File: src/rtl/i2c_master_xfer_ctrl_pkg.sv
// i2c_master_xfer_ctrl_pkg: bit-controller command codes and sequencer state encoding.
package i2c_master_xfer_ctrl_pkg;

    typedef logic [3:0] bit_cmd_t;

    // Same encoding the bit controller decodes.
    localparam bit_cmd_t I2C_CMD_NOP   = 4'b0000;
    localparam bit_cmd_t I2C_CMD_START = 4'b0001;
    localparam bit_cmd_t I2C_CMD_STOP  = 4'b0010;
    localparam bit_cmd_t I2C_CMD_WRITE = 4'b0100;
    localparam bit_cmd_t I2C_CMD_READ  = 4'b1000;

    typedef enum logic [2:0] {
        ST_IDLE, ST_START, ST_LOAD, ST_BITS, ST_ACK, ST_STOP, ST_DONE
    } state_t;

endpackage

File: src/rtl/i2c_master_xfer_ctrl_if.sv
// i2c_master_xfer_ctrl_if: register-side command/data handshakes plus bit-controller link.
interface i2c_master_xfer_ctrl_if
    import i2c_master_xfer_ctrl_pkg::*;
#(
    parameter int DATA_W = 8,
    parameter int LEN_W  = 4
);
    logic              start, stop, read, write, tx_ack;
    logic [LEN_W-1:0]  len;
    logic [DATA_W-1:0] tx_data, rx_data;
    logic              tx_valid, tx_ready, rx_valid, rx_ack;
    logic              i2c_busy, i2c_done, al_err;
    bit_cmd_t          bit_cmd;
    logic              bit_txd, bit_ack, bit_rxd, i2c_al;

    modport master (
        input  start, stop, read, write, tx_ack, len, tx_data, tx_valid, bit_ack, bit_rxd, i2c_al,
        output tx_ready, rx_data, rx_valid, rx_ack, i2c_busy, i2c_done, al_err, bit_cmd, bit_txd
    );

    modport slave (
        output start, stop, read, write, tx_ack, len, tx_data, tx_valid, bit_ack, bit_rxd, i2c_al,
        input  tx_ready, rx_data, rx_valid, rx_ack, i2c_busy, i2c_done, al_err, bit_cmd, bit_txd
    );

endinterface

File: src/rtl/i2c_master_xfer_ctrl_shift_reg.sv
// i2c_shift_reg: parallel-load word register, shifts MSB out / LSB in on enable.
module i2c_shift_reg #(
    parameter int DATA_W = 8
) (
    input  logic              clk,
    input  logic              rst_n,
    input  logic              load,
    input  logic [DATA_W-1:0] load_data,
    input  logic              shift_en,
    input  logic              shift_in,
    output logic [DATA_W-1:0] q
);

    always_ff @(posedge clk) begin
        if (!rst_n) q <= '0;
        else if (load) q <= load_data;
        else if (shift_en) q <= {q[DATA_W-2:0], shift_in};
    end

endmodule

File: src/rtl/i2c_master_xfer_ctrl.sv
// i2c_master_xfer_ctrl: word-level I2C sequencer driving START, a burst of ACKed words and STOP
// through the bit controller, with per-word Tx/Rx handshakes, NACK abort and arbitration-loss abort.
module i2c_master_xfer_ctrl
    import i2c_master_xfer_ctrl_pkg::*;
#(
    parameter int DATA_W = 8,
    parameter int LEN_W  = 4
) (
    input logic clk,
    input logic rst_n,
    i2c_master_xfer_ctrl_if.master bus
);

    localparam int CW = $clog2(DATA_W + 1);

    state_t            state;
    logic [CW-1:0]     bit_cnt;
    logic [LEN_W-1:0]  word_cnt;
    logic              rd_q, wr_q, stop_q, tx_ack_q;
    logic [DATA_W-1:0] shift_q;
    logic              acked, load, shift_en, txd;
    bit_cmd_t          cmd;

    // A Bit_ack only counts against a command actually on the wire.
    assign acked    = bus.bit_ack && bus.bit_cmd != I2C_CMD_NOP;
    assign load     = state == ST_LOAD && wr_q && bus.tx_valid;
    assign shift_en = state == ST_BITS && acked;
    // Data phase and ACK phase use opposite directions.
    assign cmd = state == ST_START ? I2C_CMD_START :
                 state == ST_STOP  ? I2C_CMD_STOP  :
                 ((state == ST_BITS) == rd_q) ? I2C_CMD_READ : I2C_CMD_WRITE;
    assign txd = state == ST_BITS ? wr_q & shift_q[DATA_W-1] :
                 (state == ST_ACK) & rd_q & (word_cnt == LEN_W'(1)) & tx_ack_q;

    i2c_shift_reg #(.DATA_W(DATA_W)) u_shift (
        .clk       (clk),
        .rst_n     (rst_n),
        .load      (load),
        .load_data (bus.tx_data),
        .shift_en  (shift_en),
        .shift_in  (bus.bit_rxd),
        .q         (shift_q)
    );

    always_ff @(posedge clk) begin
        if (!rst_n) begin
            state        <= ST_IDLE;
            bus.bit_cmd  <= I2C_CMD_NOP;
            bus.bit_txd  <= 1'b0;
            bus.tx_ready <= 1'b0;
            bus.rx_valid <= 1'b0;
            bus.rx_ack   <= 1'b0;
            bus.i2c_busy <= 1'b0;
            bus.i2c_done <= 1'b0;
            bus.al_err   <= 1'b0;
            bus.rx_data  <= '0;
            bit_cnt      <= '0;
            word_cnt     <= '0;
            {rd_q, wr_q, stop_q, tx_ack_q} <= '0;
        end else begin
            bus.tx_ready <= 1'b0;
            bus.rx_valid <= 1'b0;
            bus.i2c_done <= 1'b0;
            if (state != ST_IDLE && bus.i2c_al) begin
                state        <= ST_IDLE;
                bus.bit_cmd  <= I2C_CMD_NOP;
                bus.al_err   <= 1'b1;
                bus.i2c_done <= 1'b1;
                bus.i2c_busy <= 1'b0;
            end else if (acked) begin
                bus.bit_cmd <= I2C_CMD_NOP;
                case (state)
                    ST_START: state <= (rd_q || wr_q) ? ST_LOAD : stop_q ? ST_STOP : ST_DONE;
                    ST_BITS: begin
                        bit_cnt <= bit_cnt - 1'b1;
                        if (bit_cnt == CW'(1)) state <= ST_ACK;
                    end
                    ST_ACK: begin
                        if (wr_q) bus.rx_ack <= bus.bit_rxd;
                        if (word_cnt > LEN_W'(1) && !(wr_q && bus.bit_rxd)) begin
                            word_cnt <= word_cnt - 1'b1;
                            state    <= ST_LOAD;
                        end else state <= stop_q ? ST_STOP : ST_DONE;
                    end
                    default: state <= ST_DONE;
                endcase
            end else begin
                case (state)
                    ST_IDLE: if (bus.start || bus.stop || bus.read || bus.write) begin
                        state        <= bus.start ? ST_START : (bus.read || bus.write) ? ST_LOAD : ST_STOP;
                        rd_q         <= bus.read;
                        wr_q         <= bus.write && !bus.read;
                        stop_q       <= bus.stop;
                        tx_ack_q     <= bus.tx_ack;
                        word_cnt     <= (bus.len == '0) ? LEN_W'(1) : bus.len;
                        bus.i2c_busy <= 1'b1;
                        bus.al_err   <= 1'b0;
                    end
                    ST_LOAD: if (rd_q || bus.tx_valid) begin
                        bus.tx_ready <= wr_q;
                        bit_cnt      <= CW'(DATA_W);
                        state        <= ST_BITS;
                    end
                    ST_DONE: begin
                        state        <= ST_IDLE;
                        bus.i2c_done <= 1'b1;
                        bus.i2c_busy <= 1'b0;
                    end
                    // START/BITS/ACK/STOP: issue once per state entry or per bit.
                    default: if (bus.bit_cmd == I2C_CMD_NOP) begin
                        bus.bit_cmd <= cmd;
                        bus.bit_txd <= txd;
                        if (state == ST_ACK && rd_q) begin
                            bus.rx_data  <= shift_q;
                            bus.rx_valid <= 1'b1;
                        end
                    end
                endcase
            end
        end
    end

endmodule

File: src/flat_wrapper.sv
// flat-port wrapper written by rule: the top's interface ports become plain ports
module i2c_master_xfer_ctrl_flat import i2c_master_xfer_ctrl_pkg::*;
#(
    parameter int DATA_W = 8,
    parameter int LEN_W  = 4
)
  (clk, rst_n, bus_start, bus_stop, bus_read, bus_write, bus_tx_ack, bus_len, bus_tx_data, bus_tx_valid, bus_bit_ack, bus_bit_rxd, bus_i2c_al, bus_tx_ready, bus_rx_data, bus_rx_valid, bus_rx_ack, bus_i2c_busy, bus_i2c_done, bus_al_err, bus_bit_cmd, bus_bit_txd);
  i2c_master_xfer_ctrl_if #(.DATA_W(DATA_W), .LEN_W(LEN_W)) bus_i ();
  input logic clk;
  input logic rst_n;
  input wire logic [$bits(bus_i.start)-1:0] bus_start;
  input wire logic [$bits(bus_i.stop)-1:0] bus_stop;
  input wire logic [$bits(bus_i.read)-1:0] bus_read;
  input wire logic [$bits(bus_i.write)-1:0] bus_write;
  input wire logic [$bits(bus_i.tx_ack)-1:0] bus_tx_ack;
  input wire logic [$bits(bus_i.len)-1:0] bus_len;
  input wire logic [$bits(bus_i.tx_data)-1:0] bus_tx_data;
  input wire logic [$bits(bus_i.tx_valid)-1:0] bus_tx_valid;
  input wire logic [$bits(bus_i.bit_ack)-1:0] bus_bit_ack;
  input wire logic [$bits(bus_i.bit_rxd)-1:0] bus_bit_rxd;
  input wire logic [$bits(bus_i.i2c_al)-1:0] bus_i2c_al;
  output wire logic [$bits(bus_i.tx_ready)-1:0] bus_tx_ready;
  output wire logic [$bits(bus_i.rx_data)-1:0] bus_rx_data;
  output wire logic [$bits(bus_i.rx_valid)-1:0] bus_rx_valid;
  output wire logic [$bits(bus_i.rx_ack)-1:0] bus_rx_ack;
  output wire logic [$bits(bus_i.i2c_busy)-1:0] bus_i2c_busy;
  output wire logic [$bits(bus_i.i2c_done)-1:0] bus_i2c_done;
  output wire logic [$bits(bus_i.al_err)-1:0] bus_al_err;
  output wire logic [$bits(bus_i.bit_cmd)-1:0] bus_bit_cmd;
  output wire logic [$bits(bus_i.bit_txd)-1:0] bus_bit_txd;
  assign bus_i.start = bus_start;
  assign bus_i.stop = bus_stop;
  assign bus_i.read = bus_read;
  assign bus_i.write = bus_write;
  assign bus_i.tx_ack = bus_tx_ack;
  assign bus_i.len = bus_len;
  assign bus_i.tx_data = bus_tx_data;
  assign bus_i.tx_valid = bus_tx_valid;
  assign bus_i.bit_ack = bus_bit_ack;
  assign bus_i.bit_rxd = bus_bit_rxd;
  assign bus_i.i2c_al = bus_i2c_al;
  assign bus_tx_ready = bus_i.tx_ready;
  assign bus_rx_data = bus_i.rx_data;
  assign bus_rx_valid = bus_i.rx_valid;
  assign bus_rx_ack = bus_i.rx_ack;
  assign bus_i2c_busy = bus_i.i2c_busy;
  assign bus_i2c_done = bus_i.i2c_done;
  assign bus_al_err = bus_i.al_err;
  assign bus_bit_cmd = bus_i.bit_cmd;
  assign bus_bit_txd = bus_i.bit_txd;
  i2c_master_xfer_ctrl #(.DATA_W(DATA_W), .LEN_W(LEN_W)) u_core (.clk(clk), .rst_n(rst_n), .bus(bus_i));
endmodule
File: config.mk
export PLATFORM = sky130hd
export DESIGN_NAME = i2c_master_xfer_ctrl_flat
export DESIGN_NICKNAME = d
export VERILOG_FILES = /design/src/rtl/i2c_master_xfer_ctrl_pkg.sv /design/src/rtl/i2c_master_xfer_ctrl_if.sv /design/src/rtl/i2c_master_xfer_ctrl_shift_reg.sv /design/src/rtl/i2c_master_xfer_ctrl.sv /design/src/flat_wrapper.sv
export SDC_FILE = /design/constraint.sdc
export NUM_CORES = 1
export LEC_CHECK = 0
export ABC_AREA = 1
export CAP_MARGIN = 15
export CORE_ASPECT_RATIO = 0.6
export CORE_MARGIN = 2
export CORE_UTILIZATION = 40
export DETAILED_ROUTE_END_ITERATION = 6
export GPL_TIMING_DRIVEN = 0
export PLACE_DENSITY = 0.73
export SYNTH_ARGS = -nofsm -noshare
export SYNTH_HDL_FRONTEND = slang
export SYNTH_HIERARCHICAL = 1
export SYNTH_SLANG_ARGS = --single-unit
File: constraint.sdc
create_clock -name clk -period 3.7 [get_ports clk]
set_clock_uncertainty 0.15 [all_clocks]
set_input_delay 0.37 -clock clk [delete_from_list [all_inputs] [get_ports clk]]
set_output_delay 0.37 -clock clk [all_outputs]
set_load 0.05 [all_outputs]
==> results by group, run 1 <==
Run status
  – Status: finished clean

Yosys
  – Ys Warns: 6
  – Netlist cell types: 35
  – Post-synth EDFFs: 0
  – Register area share after synthesis: 37.0%
  – Syn Area/Cell: around 6.8 µm²
  – Cell Area, Synth: roughly 2300 µm²
  – Top FF cell, synth: dfxtp_1
  – Post-Synthesis Cells: 334
  – Post-synth net total: 361
  – Synth Register Bits: 42
  – Fraction of registers with async set/reset: 0%

Pwr
  – Power Total: 0.00190 W
  – VDD IR max: about 300 µV
  – PwrDens: 661 nW/µm²
  – Leak Pwr: around 1.3 nW

Critical path
  – CP max stage delay: between 800 and 900 ps
  – Reg-to-Reg Start: u_core/state[2]$_SDFFE_PP0P_
  – Setup crit start kind: flip-flop
  – Kind of critical path: reg2out
  – Reg2reg end: u_core/u_shift/q[5]$_SDFFE_PN0P_
  – Worst path bufs/invs: 1
  – Worst R2R Path Depth: 9
  – Critical Path Fanout Max: 3
  – CP required: around 3200 ps
  – R2r setup slk: roughly 1900 ps
  – WP data arrival: ~1500 ps
  – Critical path cell sequence: clkdlybuf4s50_1
  – Setup crit end kind: output pin
  – Largest delay contributor family on the critical path: buffers and inverters
  – Critical Path Slowest Stage Cell: clkdlybuf4s50_1

Worst hold path
  – Hold Startpoint: u_core/bit_cnt[1]$_SDFFE_PN0P_
  – Hold path endpoint: u_core/bit_cnt[1]$_SDFFE_PN0P_
  – Hold depth: 2
  – Hold WC Path Type: reg2reg

Global route
  – Gr usage total: between 10% and 20%
  – First-pass GRT wire length: roughly 9100 µm
  – Largest net degree at the start of global routing: 15
  – Number of global-route vias before repair: 1890
  – Initial antenna violation count: 0
  – Remaining global-route overflow: 0

Job
  – Max Cap Viol: 0

Finish
  – Share of cells above drive strength 1: slightly above 9%
  – Post-route cell area: 2880 µm²
  – # diodes: 0
  – Area of the multi-input gates: ~1200 µm²
  – Fillers: between 500 and 600
  – FF+latch area: between 800 and 900 µm²
  – Fin nets: 409
  – Synthesis-to-layout area growth: 26.9%
  – Final non-filler cell total: 452

Route
  – Drt first pass iters: 5
  – Met3 WL: between 400 and 500 µm
  – Wl on met1: between 2000 and 3000 µm
  – Drt wl/cell: 12.4 µm
  – Initial DRC count: between 200 and 250
  – Max layer used: met4
  – Vias per inst: approximately 5.0
  – Via count: between 2k and 2.5k
  – DRT antenna net count: 0
  – Drc violations: 0
  – Metal2 WL: between 2000 and 2500 µm
  – Total wire length: approximately 5600 µm

Timing
  – Max Fclk: 503 MHz
  – RSZ-0062 raised after global routing: false
  – Least-Margin Pin Slew: approximately 580 ps
  – Final Max Slew Viols: 0
  – Fin Setup TNS: 0 ps
  – Slew headroom: roughly 60%
  – Fin. Hold Viols: 0
  – Setup-failing EPs final: 0
  – Tmin final: a little under 2000 ps
  – Period utilization: 53.8%

Placement
  – Number of port buffers: 41
  – Placed Instances: 444
  – Hpwl dp: 4340 µm
  – DP Area: about 2800 µm²
  – Gpl congestion: ~0.86

Die
  – Chip height: 62.4 µm
  – IO Pins: 42
  – Starting Density: around 41%
  – Die area: about 6300 µm²
  – Die X: approximately 100 µm
  – Core ar.: roughly 5500 µm²
  – Num rows: 21

Clock tree
  – # hold bufs at CTS: 0
  – # resized after CTS: 0
  – Root Buffer Master: clkbuf_8
  – H-tree Lvls: 2
  – TritonCTS clock tree: built
  – Post-CTS Setup Bufs: 0
  – Number of buffers created by CTS: 5
  – Clock transition at path regs: approximately 80 ps
  – CTS sink count: 42
  – CTS Buffer Depth: 2
  – Worst skew pair latency: approximately 290 ps
[metrics by stage]
stage | hold slack (ps) | worst slack (ps) | utilization, %
6_report | 323 | 1710 | 52.2
5_1_grt | 355 | 1650 | 52.2
4_1_cts | 323 | 1700 | 52.2
3_5_place_dp | 310 | 1570 | 50.2
3_3_place_gp | 301 | 1580 | 50.2
2_1_floorplan | 291 | 1810 | -
[registers in the layout (all words and copies together) (netlist names)]
| signal | cells |
|---|---|
| u_core/bus.rx_data | 8 |
| u_core/u_shift/q | 8 |
| u_core/bit_cnt | 4 |
| u_core/bus.bit_cmd | 4 |
| u_core/word_cnt | 4 |
| u_core/state | 3 |
| u_core/bus.al_err | 1 |
| u_core/bus.bit_txd | 1 |
| u_core/bus.i2c_busy | 1 |
| u_core/bus.i2c_done | 1 |
| u_core/bus.rx_ack | 1 |
| u_core/bus.rx_valid | 1 |
| u_core/bus.tx_ready | 1 |
| u_core/rd_q | 1 |
| u_core/stop_q | 1 |
| u_core/tx_ack_q | 1 |
| u_core/wr_q | 1 |
[synth_stat cells (3+ instances only)]
cell type  instances  area [µm²]
a21oi_1           25         125
nor3_1             5        25.0
dfxtp_1           42         841
nand2_1           84         315
nand3_1           32         160
ha_1               4        50.1
inv_2              5        18.8
o21ai_0           13        65.1
inv_1             41         154
o21ai_1            8        40.0
nor2_1            36         135
buf_4              4        30.0
nand4_1            3        18.8
nand3_2            4        40.0
[report_power, final]
part	internal, W	switching (W)	leakage (nW)
registers	0.000535	0.0000760	0.341
clock network	0.000201	0.000160	0.0504
logic	0.000320	0.000613	0.897
total	0.00106	0.000849	1.29
[area by class of cell]
cell class | instances | share of cell area, %
Clock inverter | 3 | 1.56
Multi-Input combinational cell | 237 | 41.4
Clock buffer | 5 | 2.39
Sequential cell | 42 | 29.2
Buffer | 8 | 2.08
Tap cell | 69 | 2.99
Inverter | 47 | 6.16
Timing Repair Buffer | 41 | 14.2
[worst max-delay path by stage]
stage | cells after the start | slack [ps] | end | startpoint
after global placement | 4 | 1580 | u_core/bus.i2c_done$_SDFF_PN0_ | rst_n
after detailed placement | 4 | 1570 | u_core/bit_cnt[3]$_SDFFE_PN0P_ | rst_n
after floorplan | 11 | 1810 | u_core/u_shift/q[7]$_SDFFE_PN0P_ | u_core/bus.bit_cmd[2]$_SDFFE_PP0P_
after CTS | 1 | 1700 | bus_bit_cmd[3] | u_core/bus.bit_cmd[3]$_SDFFE_PP0P_
after global routing | 1 | 1650 | bus_rx_ack | u_core/bus.rx_ack$_SDFFE_PN0P_
final | 1 | 1710 | bus_bit_cmd[3] | u_core/bus.bit_cmd[3]$_SDFFE_PP0P_
[layer usage]
layer / GRT usage [%] / vias up
met3: 4.70 / 2
met2: 23.6 / 87
met1: 29.6 / 1010
met4: 4.39 / 0
li1: - / 1172
met5: 0 / -
[cells in the final DEF (no fill, tap or decap), types with 2 or more instances in the layout]
| cell type | instances |
|---|---|
| nand2_2 | 2 |
| clkdlybuf4s50_1 | 41 |
| o21ai_2 | 2 |
| dfxtp_1 | 42 |
| nand3_2 | 4 |
| nand4_1 | 3 |
| clkbuf_8 | 5 |
| ha_1 | 4 |
| a21oi_1 | 25 |
| xor2_1 | 2 |
| clkinvlp_4 | 2 |
| o21ai_0 | 13 |
| nand3b_1 | 2 |
| inv_2 | 5 |
| buf_6 | 2 |
| o21ai_1 | 8 |
| buf_4 | 4 |
| nand2_1 | 84 |
| inv_1 | 41 |
| nor2_2 | 2 |
| xnor2_1 | 2 |
| nor2_1 | 36 |
| nand3_1 | 32 |
| nor3_1 | 5 |
[kinds of logic after synthesis]
| family | share of synthesized area, % |
|---|---|
| XOR/XNOR | 1.54 |
| AND/OR/NAND/NOR | 36.0 |
| flip-flops | 37.0 |
| buffers and inverters | 10.5 |
| adder cells (fa/ha/maj) | 2.20 |
| AO/OA/AOI/OAI | 12.8 |
Note: power is estimated with default switching activity, not from simulation.
==> inputs of run 2 (changes only) <==
Clock period 3.7 ns to 2.03 ns, I/O delays scaled along.
==> results of run 2 <==
The final DEF is identical to that of run 1. Status: finished clean.
Among the figures that moved: setup slack after placement 1570 ps -> 68.8 ps; setup slack after layout 1710 ps -> 207 ps; hold slack 323 ps -> 315 ps; register-to-register setup slack 1890 ps -> 220 ps; end point of the worst hold path u_core/bit_cnt[1]$_SDFFE_PN0P_ -> u_core/tx_ack_q$_SDFFE_PN0P_; total power 0.00190 W -> 0.00347 W; worst IR drop on VDD 302 µV -> 551 µV
==> inputs of run 3 (changes only) <==
Settings changed: CTS_CLUSTER_SIZE set to 14.
==> results of run 3 <==
The final DEF is identical to that of run 1. Status: finished clean.
Among the figures that moved: setup slack after placement 1570 ps -> 68.8 ps; setup slack after layout 1710 ps -> 207 ps; hold slack 323 ps -> 315 ps; register-to-register setup slack 1890 ps -> 220 ps; end point of the worst hold path u_core/bit_cnt[1]$_SDFFE_PN0P_ -> u_core/tx_ack_q$_SDFFE_PN0P_; total power 0.00190 W -> 0.00347 W; worst IR drop on VDD 302 µV -> 551 µV
==> edit 1: new RTL, flow settings as in run 2 <==
Encoding of `state_t`: now one-hot (7 bits for 7 states).
--- a/src/rtl/i2c_master_xfer_ctrl_pkg.sv
+++ b/src/rtl/i2c_master_xfer_ctrl_pkg.sv
@@ -12,4 +12,4 @@
 
-    typedef enum logic [2:0] {
-        ST_IDLE, ST_START, ST_LOAD, ST_BITS, ST_ACK, ST_STOP, ST_DONE
+    typedef enum logic [6:0] {
+        ST_IDLE = 7'b0000001, ST_START = 7'b0000010, ST_LOAD = 7'b0000100, ST_BITS = 7'b0001000, ST_ACK = 7'b0010000, ST_STOP = 7'b0100000, ST_DONE = 7'b1000000
     } state_t;
Function: no difference found for any inputs over 10 cycles, from zero or initial values and one cycle with rst_n low; not proved beyond that.
==> edit 1 against run 2 <==
Setup slack lost 0.045 ns; maximum frequency shrank 2.4%; design area grew 12%; register-to-register slack lost 0.06 ns; power grew 27%; first-iteration DRC count shrank 9.8%; worst hold slack lost 0.012 ns; sequential cell count grew 4; sequential power grew 13%; area after synthesis grew 15%; global-route usage grew 0.53 points; routed wire length grew 15%.
==> edit 1: results <==
set metrics [dict create \
    drive_gt1_frac 0.116 \
    clk_path_buf_depth 2 \
    slew_viol_final 0 \
    synth.net_count 425 \
    vias_per_cell 4.82 \
    synth_commonest_cells "nand2_1, nor2_1, inv_1, dfxtp_1, nand3_1" \
    cts-root-buf "clkbuf_8" \
    drt_wl_total_mm 6.43 \
    grt_pass1_vias 2270 \
    clk_pin_slew_ns 0.09 \
    async_reset_ff_frac 0 \
    irDropWorstVdd_v 0.000641 \
    clock_latency_ns 0.29 \
    synthDistinctLibCells 31 \
    fin_nets 473 \
    cts_setup_buffers 0 \
    synth_seq_area_share 0.351 \
    dr.pass1.iters 5 \
    slowest_stage "dfxtp_1" \
    synth_warnings 6 \
    n_antenna_cell 0 \
    portBuffers 41 \
    reg.largest.list "u_core/bus.rx_data (8), u_core/u_shift/q (8), u_core/state (7)" \
    hpwl_mm 5.15 \
    p_leak_uw 0.00147 \
    grt_max_degree 15 \
    holdCritPathClass "flop to flop" \
    yosys-top-cells-area "dfxtp_1, nand2_1, nand3_1" \
    relSlewSlack 0.662 \
    antenna_found_initial 0 \
    grt_pass1_wl_mm 10.6 \
    cts_resized 0 \
    status "finished, final reports clean" \
    grt_usage 0.188 \
    drt_iter0_markers 202 \
    routabilityCongestion 0.963 \
    slowest_delay_ns 0.35 \
    crit_fanout 10 \
    cts_htree_levels 2 \
    path_delay_family "simple AND/OR/NAND/NOR gates" \
    numCtsBuffers 5 \
    arrival_ns 1.92 \
    fill_cells 644 \
]
[edit 1: metrics by stage]
step                setup slack [ns]  hold WS (ns)  area, um^2  std cells   util
global placement            -0.00777         0.284        3140        523  0.504
global route                 0.00937         0.344        3230        531  0.520
floorplan                      0.137         0.151        2620        398      -
detailed placement           0.00407         0.283        3140        523  0.504
CTS                            0.176         0.304        3230        531  0.520
finish                         0.162         0.304        3230        531  0.520
[edit 1: cells by family (layout without fill, tap and decap cells)]
logic type / after synthesis / count (layout) / share of synthesized area
fa+ha+maj: 4 / 4 / 0.0191
buf+inv: 69 / 118 / 0.107
compound gates: 31 / 31 / 0.0625
mux: 1 / 1 / 0.00382
xor+xnor: 4 / 4 / 0.0134
flops: 46 / 46 / 0.351
simple gates: 243 / 243 / 0.443
[edit 1: where the power goes]
group | leakage (uW) | internal (uW) | total (uW) | switching, uW
clock network | 0.0000472 | 274 | 581 | 307
logic | 0.00105 | 815 | 2570 | 1750
registers | 0.000374 | 1090 | 1250 | 162
[edit 1: routing by layer]
layer  up-vias  global-route usage  wire (um)
li1       1336                   -          -
met1      1137               0.294       3470
met2        84               0.256       2430
met3         4              0.0431        498
met4         0              0.0385         31
met5         -                   0          0
[edit 1: worst reg2reg max path, stage by stage, from the launching register on]
cell and delay, ns:
dfxtp_1 0.35, nor2_2 0.16, nand2_4 0.10, nor2_1 0.24
and3_1 0.22, buf_6 0.17, inv_2 0.10, nand3_1 0.09
nand3_1 0.09, nand2_1 0.06, inv_1 0.04
[edit 1: worst paths after layout]
kind | start | end | slack (ns) | cells after the start
setup / recovery | u_core/state[6] | u_core/u_shift/q[5] | 0.16 | 10
hold / removal | u_core/bus.i2c_busy | u_core/bus.i2c_busy | 0.30 | 2
setup reg to reg | u_core/state[6] | u_core/u_shift/q[5] | 0.16 | 10
hold reg to reg | u_core/bus.i2c_busy | u_core/bus.i2c_busy | 0.30 | 2
[edit 1: layout make-up]
type                            instances  area (um^2)  share of cell area
Multi-Input combinational cell        283         1420               0.439
Sequential cell                        46          921               0.285
Timing Repair Buffer                   41          410               0.127
Inverter                               63          239              0.0739
Tap cell                               84          105              0.0325
Clock buffer                            6         82.6              0.0255
Buffer                                  6         42.5              0.0132
Clock inverter                          2         12.5             0.00387
==> edit 2: new RTL, config.mk and constraints of run 2 <==
Without the edit above. `DATA_W` is set to 8 in 4 places; all go to 4.
--- a/src/rtl/i2c_master_xfer_ctrl_if.sv
+++ b/src/rtl/i2c_master_xfer_ctrl_if.sv
@@ -4,3 +4,3 @@
 #(
-    parameter int DATA_W = 8,
+    parameter int DATA_W = 4,
     parameter int LEN_W  = 4
--- a/src/rtl/i2c_master_xfer_ctrl_shift_reg.sv
+++ b/src/rtl/i2c_master_xfer_ctrl_shift_reg.sv
@@ -2,3 +2,3 @@
 module i2c_shift_reg #(
-    parameter int DATA_W = 8
+    parameter int DATA_W = 4
 ) (
--- a/src/rtl/i2c_master_xfer_ctrl.sv
+++ b/src/rtl/i2c_master_xfer_ctrl.sv
@@ -5,3 +5,3 @@
 #(
-    parameter int DATA_W = 8,
+    parameter int DATA_W = 4,
     parameter int LEN_W  = 4
--- a/src/flat_wrapper.sv
+++ b/src/flat_wrapper.sv
@@ -3,3 +3,3 @@
 #(
-    parameter int DATA_W = 8,
+    parameter int DATA_W = 4,
     parameter int LEN_W  = 4
Ports: changed (resized bus_rx_data and bus_tx_data); port bits go from 42 to 34. No check against the original RTL was run, so the function may have changed too.
==> edit 2 against run 2 <==
Highest routed layer unchanged; largest cell class unchanged; non-clock buffer count shrank 13; area after synthesis is 20% lower; largest power group unchanged; power shrank 6.4%; design area decreased by 18%; synthesized cell count fell by 17%; first-iteration DRC count is 38% lower; sequential cell count decreased by 9; setup slack better by 0.0037 ns; routed wire length is 18% lower; critical path type unchanged.
==> edit 2: results <==
set metrics [dict create \
    seqPwrFrac 0.291 \
    dpl.cell_count 369 \
    synth_seq_area_share 0.362 \
    holdWs_ns 0.294 \
    grt_usage 0.188 \
    irDropWorstVdd_v 0.000654 \
    synthDistinctLibCells 30 \
    yosys.area_share.xor_xnor 0.0144 \
    drt_wl_total_mm 4.59 \
    pg_clk_uw 652 \
    synth_commonest_cells "nand2_1, nor2_1, inv_1, dfxtp_1" \
    reg2reg_depth 10 \
    vias_per_cell 4.92 \
    wire_per_inst_um 12.2 \
    dp_slack_ns -0.0534 \
    routabilityCongestion 0.909 \
    fin_nets 339 \
    synth.net_count 299 \
    grt_max_degree 12 \
    place_area_um2 2230 \
    fin_crit_ns 1.82 \
    p_sw_uw 1500 \
    grtUsageMet1 0.298 \
    grt_pass1_vias 1580 \
    drive_gt1_frac 0.114 \
    grtUsageMet3 0.0456 \
    wl_met2_mm 1.70 \
    hpwl_mm 3.54 \
    p_leak_uw 0.00105 \
    timing_worst_slew_pin_value_ns 0.496 \
    met3_length_um 302 \
    yosys-top-cells-area "dfxtp_1, nand2_1, nor2_1" \
    status "finished, final reports clean" \
    synth_compound_area_frac 0.135 \
    grt_pass1_wl_mm 7.56 \
    holdCritPathClass "flop to flop" \
]
-- edit 2: cell type report --
class / instances / area (um^2)
repair buffers: 33 / 330
clock buffers: 6 / 82.6
plain buffers: 3 / 21.3
flip-flops and latches: 33 / 661
multi-input cells: 199 / 1000
well taps: 60 / 75.1
inverters: 41 / 154
clock inverters: 2 / 37.5
fillers: 397 / 1890
-- edit 2: worst paths after layout --
| kind | start | endpoint |
|---|---|---|
| worst max-delay path | u_core/bus.bit_cmd[3] | bus_bit_cmd[3] |
| worst min-delay path | u_core/bus.rx_ack | u_core/bus.rx_ack |
| worst max register to register | u_core/word_cnt[0] | u_core/word_cnt[1] |
| worst min register to register | u_core/bus.rx_ack | u_core/bus.rx_ack |
-- edit 2: timing repair --
| item | in CTS | in global routing |
|---|---|---|
| resized for setup | 1 | 1 |
| buffers inserted | 0 | 0 |
| setup endpoints to repair | 4 | 4 |
| cloned | 0 | 0 |
| hold buffers | 0 | 0 |
